--- src/rtl/fifo_param.sv ---
// fifo_param: valid/ready FIFO of any depth with occupancy count, almost flags, flush and optional registered output.
module fifo_param #(
   parameter int SIZEDATA    = 32,
   parameter int DEPTHFIFO   = 8,
   parameter int ALMOSTFULL  = 6,
   parameter int ALMOSTEMPTY = 2,
   parameter int REGOUT      = 0,
   parameter int CNTW        = $clog2(DEPTHFIFO + 1)
) (
   input  logic                clk_i,
   input  logic                rstn_i,
   input  logic                flush_i,
   input  logic                valid_i,
   input  logic [SIZEDATA-1:0] data_i,
   output logic                ready_o,
   output logic                valid_o,
   output logic [SIZEDATA-1:0] data_o,
   input  logic                ready_i,
   output logic [CNTW-1:0]     count_o,
   output logic                almost_full_o,
   output logic                almost_empty_o
);
   localparam int PW = $clog2(DEPTHFIFO);
   localparam logic [PW-1:0] LAST = PW'(DEPTHFIFO - 1);
   logic [SIZEDATA-1:0] mem [DEPTHFIFO];
   logic [PW-1:0] wptr, rptr;
   logic [CNTW-1:0] count;
   logic push, pop, bypass, adv_r;
   function automatic logic [PW-1:0] nxt(input logic [PW-1:0] p);
      return p == LAST ? '0 : p + 1'b1;
   endfunction
   assign ready_o        = count != CNTW'(DEPTHFIFO);
   assign push           = valid_i && ready_o;
   assign pop            = valid_o && ready_i;
   assign count_o        = count;
   assign almost_full_o  = count >= CNTW'(ALMOSTFULL);
   assign almost_empty_o = count <= CNTW'(ALMOSTEMPTY);
   always_ff @(posedge clk_i or negedge rstn_i) begin
      if (!rstn_i) begin
         wptr  <= '0;
         rptr  <= '0;
         count <= '0;
      end else if (flush_i) begin
         wptr  <= '0;
         rptr  <= '0;
         count <= '0;
      end else begin
         if (push && !bypass) wptr <= nxt(wptr);
         if (adv_r) rptr <= nxt(rptr);
         count <= count + CNTW'(push) - CNTW'(pop);
      end
   end
   always_ff @(posedge clk_i)
      if (push && !bypass && !flush_i) mem[wptr] <= data_i;
   generate
      if (REGOUT != 0) begin : g_reg
         logic [SIZEDATA-1:0] dreg;
         logic                vreg;
         // the output register holds the head; storage only sees entries behind it
         assign bypass  = push && (count == '0 || (pop && count == CNTW'(1)));
         assign adv_r   = pop && count > CNTW'(1);
         assign valid_o = vreg;
         assign data_o  = dreg;
         always_ff @(posedge clk_i or negedge rstn_i) begin
            if (!rstn_i) begin
               dreg <= '0;
               vreg <= 1'b0;
            end else if (flush_i) begin
               dreg <= '0;
               vreg <= 1'b0;
            end else if (bypass) begin
               dreg <= data_i;
               vreg <= 1'b1;
            end else if (adv_r) begin
               dreg <= mem[rptr];
            end else if (pop) begin
               dreg <= '0;
               vreg <= 1'b0;
            end
         end
      end else begin : g_comb
         assign bypass  = 1'b0;
         assign adv_r   = pop;
         assign valid_o = count != '0;
         assign data_o  = valid_o ? mem[rptr] : '0;
      end
   endgenerate
endmodule

--- config.mk ---
export PLATFORM = sky130hd
export DESIGN_NAME = fifo_param
export DESIGN_NICKNAME = d
export VERILOG_FILES = /design/src/rtl/fifo_param.sv
export SDC_FILE = /design/constraint.sdc
export NUM_CORES = 1
export LEC_CHECK = 0
export CAP_MARGIN = 5
export CELL_PAD_IN_SITES_DETAIL_PLACEMENT = 1
export CELL_PAD_IN_SITES_GLOBAL_PLACEMENT = 1
export CORE_ASPECT_RATIO = 0.6
export CORE_UTILIZATION = 30
export DETAILED_ROUTE_END_ITERATION = 8
export GPL_TIMING_DRIVEN = 0
export PLACE_DENSITY_LB_ADDON = 0.1
export SLEW_MARGIN = 30
export SYNTH_ARGS = -nofsm -noshare
export SYNTH_HDL_FRONTEND = slang
export SYNTH_SLANG_ARGS = --single-unit
--- constraint.sdc ---
create_clock -name clk_i -period 12.9 [get_ports clk_i]
set_clock_uncertainty 0.15 [all_clocks]
set_input_delay 1.935 -clock clk_i [delete_from_list [all_inputs] [get_ports clk_i]]
set_output_delay 1.935 -clock clk_i [all_outputs]
set_load 0.01 [all_outputs]
==> flow_metrics.env <==
export IMPL_min_to="rptr[2]$_DFFE_PN0P_"
export IMPL_io_pins=77
export IMPL_share_seq_of_total_power_pct=41.8
export IMPL_initial_core_util_pct=30.54
export IMPL_antenna_left=0
export IMPL_layoutNonFillerInstCount=1088
export IMPL_vias=5071
export IMPL_vdd_drop_max_v=0.00009886
export IMPL_p_int_uw=1750
export IMPL_n_fill_cell=3209
export IMPL_pwr_share_clk_pct=33.3
export IMPL_slowest_stage="clkbuf_1"
export IMPL_rsz0062_at_grt="no"
export IMPL_core_mm2=0.03377
export IMPL_worstSkewPairLatency_ps=540
export IMPL_combPwrFrac_pct=24.9
export IMPL_rows=52
export IMPL_grt_pass1_vias=5627
export IMPL_power_leakage_uw=0.004266
export IMPL_switchingPower_uw=630.3
export IMPL_fmax_ghz=0.1825
export IMPL_synth_xor_area_share_pct=0.08494
export IMPL_avgSynthCellArea_um2=22.51
export IMPL_drtIter0Drc=263
export IMPL_dieArea_mm2=0.03514
export IMPL_antenna_found_initial=0
export IMPL_cts_tree="yes"
export IMPL_cts_setup_buffers=0
export IMPL_r2r_end="mem[0][20]$_DFFE_PP_"
export IMPL_drv_cap=0
export IMPL_cts_buffers=27
export IMPL_post_drt_via_cell_ratio=4.661
export IMPL_r2r_start="count_o[2]$_DFF_PN0_"
export IMPL_period_share_pct=42.49
export IMPL_max_slew_margin_pct=44.00
export IMPL_powerDensity_mw_per_mm2=183.2
export IMPL_worstSetupStartpoint="count_o[3]$_DFF_PN0_"
export IMPL_startpoint_type="register"
export IMPL_yosysUniqueCellTypes=31
export IMPL_synth_adder_area_share_pct=1.650
export IMPL_h_tree_depth=1
export IMPL_fin_nets=659
export IMPL_worst_endpoint_arrival_ps=3400
export IMPL_num_antenna_cells=0
export IMPL_synth_top_family_by_area="multiplexers"
export IMPL_drc=0
export IMPL_muxShareOfSynthArea_pct=14.09
export IMPL_yosysTopAreaCellShare_pct=74.55
export IMPL_clk_path_buf_depth=3
export IMPL_worst_pin_slew_ps=839.9
export IMPL_place_inst=1039
export IMPL_cp_slowest_stage_delay_ps=690
export IMPL_yosysTopAreaCell="edfxtp_1"
export IMPL_root_buffer="clkbuf_16"
export IMPL_min_delay_start="rptr[2]$_DFFE_PN0P_"
export IMPL_fp_dieH_um=145.6
export IMPL_globalplace_congestion=0.7080
export IMPL_critPathRequiredTime_ps=10810
export IMPL_ys_ff_latch=266
export IMPL_synth_area_mm2=0.01031
export IMPL_hold_class="reg -> reg"
export IMPL_io_buffers=76
export IMPL_drt_total_wl_mm=24.62
export IMPL_hpwl_mm=16.89
export IMPL_crit_path_cell_trace="inv_1 -> ha_1 -> nor3b_4 -> nor2_1 -> clkbuf_1 -> a22o_1 -> clkdlybuf4s50_1"
export IMPL_syn_inst=458
export IMPL_grt_overflow_total=0
export IMPL_synthSimpleGateAreaFrac_pct=1.942
export IMPL_dr_pass1_iters=4
export IMPL_outcome="completed"
export IMPL_cts_hold_buf=0
export IMPL_synth_area_top_cells="edfxtp_1 (75%), mux4_2 (14%), a22o_1 (2.8%)"
export IMPL_finalCriticalPeriod_ps=5481
export IMPL_cp_max_fo=10
export IMPL_rr_worst_depth=12
export IMPL_cts_clk_slew_worst_paths_ps=60
export IMPL_cts_resized=0
export IMPL_r2r_slack_ps=9490
export IMPL_die_w_um=241.3
export IMPL_drive_gt1_share_pct=27.82
export IMPL_maxSlewViolCount=0
export IMPL_grt_max_degree=16
export IMPL_endpoint_kind="primary output"
export IMPL_wl_per_cell_um=22.63
export IMPL_grtUsageTotal_pct=14.51
export IMPL_grt_first_pass_wirelength_mm=37.09
export IMPL_final_hold_viol_count=0
export IMPL_clkSinkCount=266
export IMPL_crit_type="reg -> out"
export IMPL_swShare_pct=26.48
export IMPL_synth_compound_area_share_pct=3.507
export IMPL_hold_path_depth=2
export IMPL_synth_fp_nets=508
export IMPL_yosys_warnings=0
export IMPL_setup_violations=0
export IMPL_syn_to_final_growth_pct=25.99
export IMPL_fin_setup_tns_ps=0
export IMPL_ys_seq_area_share_pct=76.98
==> worst max-delay path, delay by kind of cell, from the launching register on <==
| kind | cells | cell delay (ps) |
|---|---|---|
| buffers and inverters | 3 | 1370 |
| and+or+nand+nor | 2 | 570 |
| DFF | 1 | 420 |
| AOI/OAI and AO/OA | 1 | 270 |
| adders and majority gates | 1 | 210 |
==> registers in the layout, indices dropped and copies added (netlist names) <==
name	cells
mem	256
count_o	4
rptr	3
wptr	3
==> stage by stage <==
step	power [uW]	hold slack, ps	instance area, um2	setup WS, ps	utilization, %
finish	2380	458.7	12990	7419	38.47
global route	2490	501.1	12990	7211	38.47
CTS	2424	454.2	12990	7388	38.47
detailed placement	1623	447.4	12100	7857	35.83
global placement	1608	426.1	11650	2227	34.49
floorplan	1338	407.3	10310	6826	-
==> cell usage in the layout, fill, tap and decap left out, types with 10 or more instances in the layout <==
cell	n
a22o_1	33
buf_2	31
buf_4	14
clkbuf_1	14
clkbuf_16	27
clkdlybuf4s50_1	76
dfrtp_1	10
edfxtp_1	256
ha_1	12
mux4_2	64
==> power groups by stage <==
stage | combinational [uW] | sequential (uW) | clock [uW]
after floorplan | 326 | 1010 | 0
after global placement | 591 | 1020 | 0
after detailed placement | 608 | 1010 | 0
after CTS | 612 | 996 | 817
after global routing | 647 | 998 | 846
final | 592 | 995 | 793
==> worst max-delay path by stage <==
| stage | end | slack [ps] | depth (start not counted) |
|---|---|---|---|
| after floorplan | mem[0][0]$_DFFE_PP_ | 6830 | 2 |
| after global placement | mem[6][20]$_DFFE_PP_ | 2230 | 3 |
| after detailed placement | mem[0][20]$_DFFE_PP_ | 7860 | 9 |
| after CTS | data_o[23] | 7390 | 7 |
| after global routing | data_o[23] | 7210 | 7 |
| final | data_o[15] | 7420 | 7 |
==> cells in the mapped netlist (all sizes together) <==
library cell / instances
a21o: 1
a21oi: 7
a22o: 33
and2: 1
buf: 13
clkbuf: 9
dfrtp: 10
edfxtp: 256
fa: 1
ha: 12
inv: 10
mux2: 1
mux4: 64
nand2: 5
nand2b: 2
nand3: 2
nand4b: 3
nor2: 10
nor2b: 2
nor3: 1
nor3b: 2
nor4: 3
nor4b: 1
o21ai: 6
or4: 2
xor2: 1
==> layout make-up <==
class                           instances  area [um2]  area share, %
Buffer                                 22       142.6          1.098
Clock buffer                           32       694.4          5.345
Clock inverter                         17       198.9          1.531
Inverter                               10       37.54         0.2889
Multi-Input combinational cell        160        2246          17.29
Sequential cell                       266        7938          61.10
Tap cell                              459       574.3          4.421
Timing Repair Buffer                  122        1160          8.928
==> layer usage <==
metal,global-route usage (%),vias to the layer above,share of wire [%]
met1,20.70,2716,47
met2,23.26,82,47
li1,-,2244,-
met4,3.038,0,1.6
met5,0,-,0
met3,2.542,29,3.4
==> cell families after synthesis <==
logic type	after synthesis
flip-flops	266
XOR/XNOR	1
AND/OR/NAND/NOR	34
buffers and inverters	32
AO/OA/AOI/OAI	47
multiplexers	65
adder cells (fa/ha/maj)	13
Power figures use the tool's default switching activity.
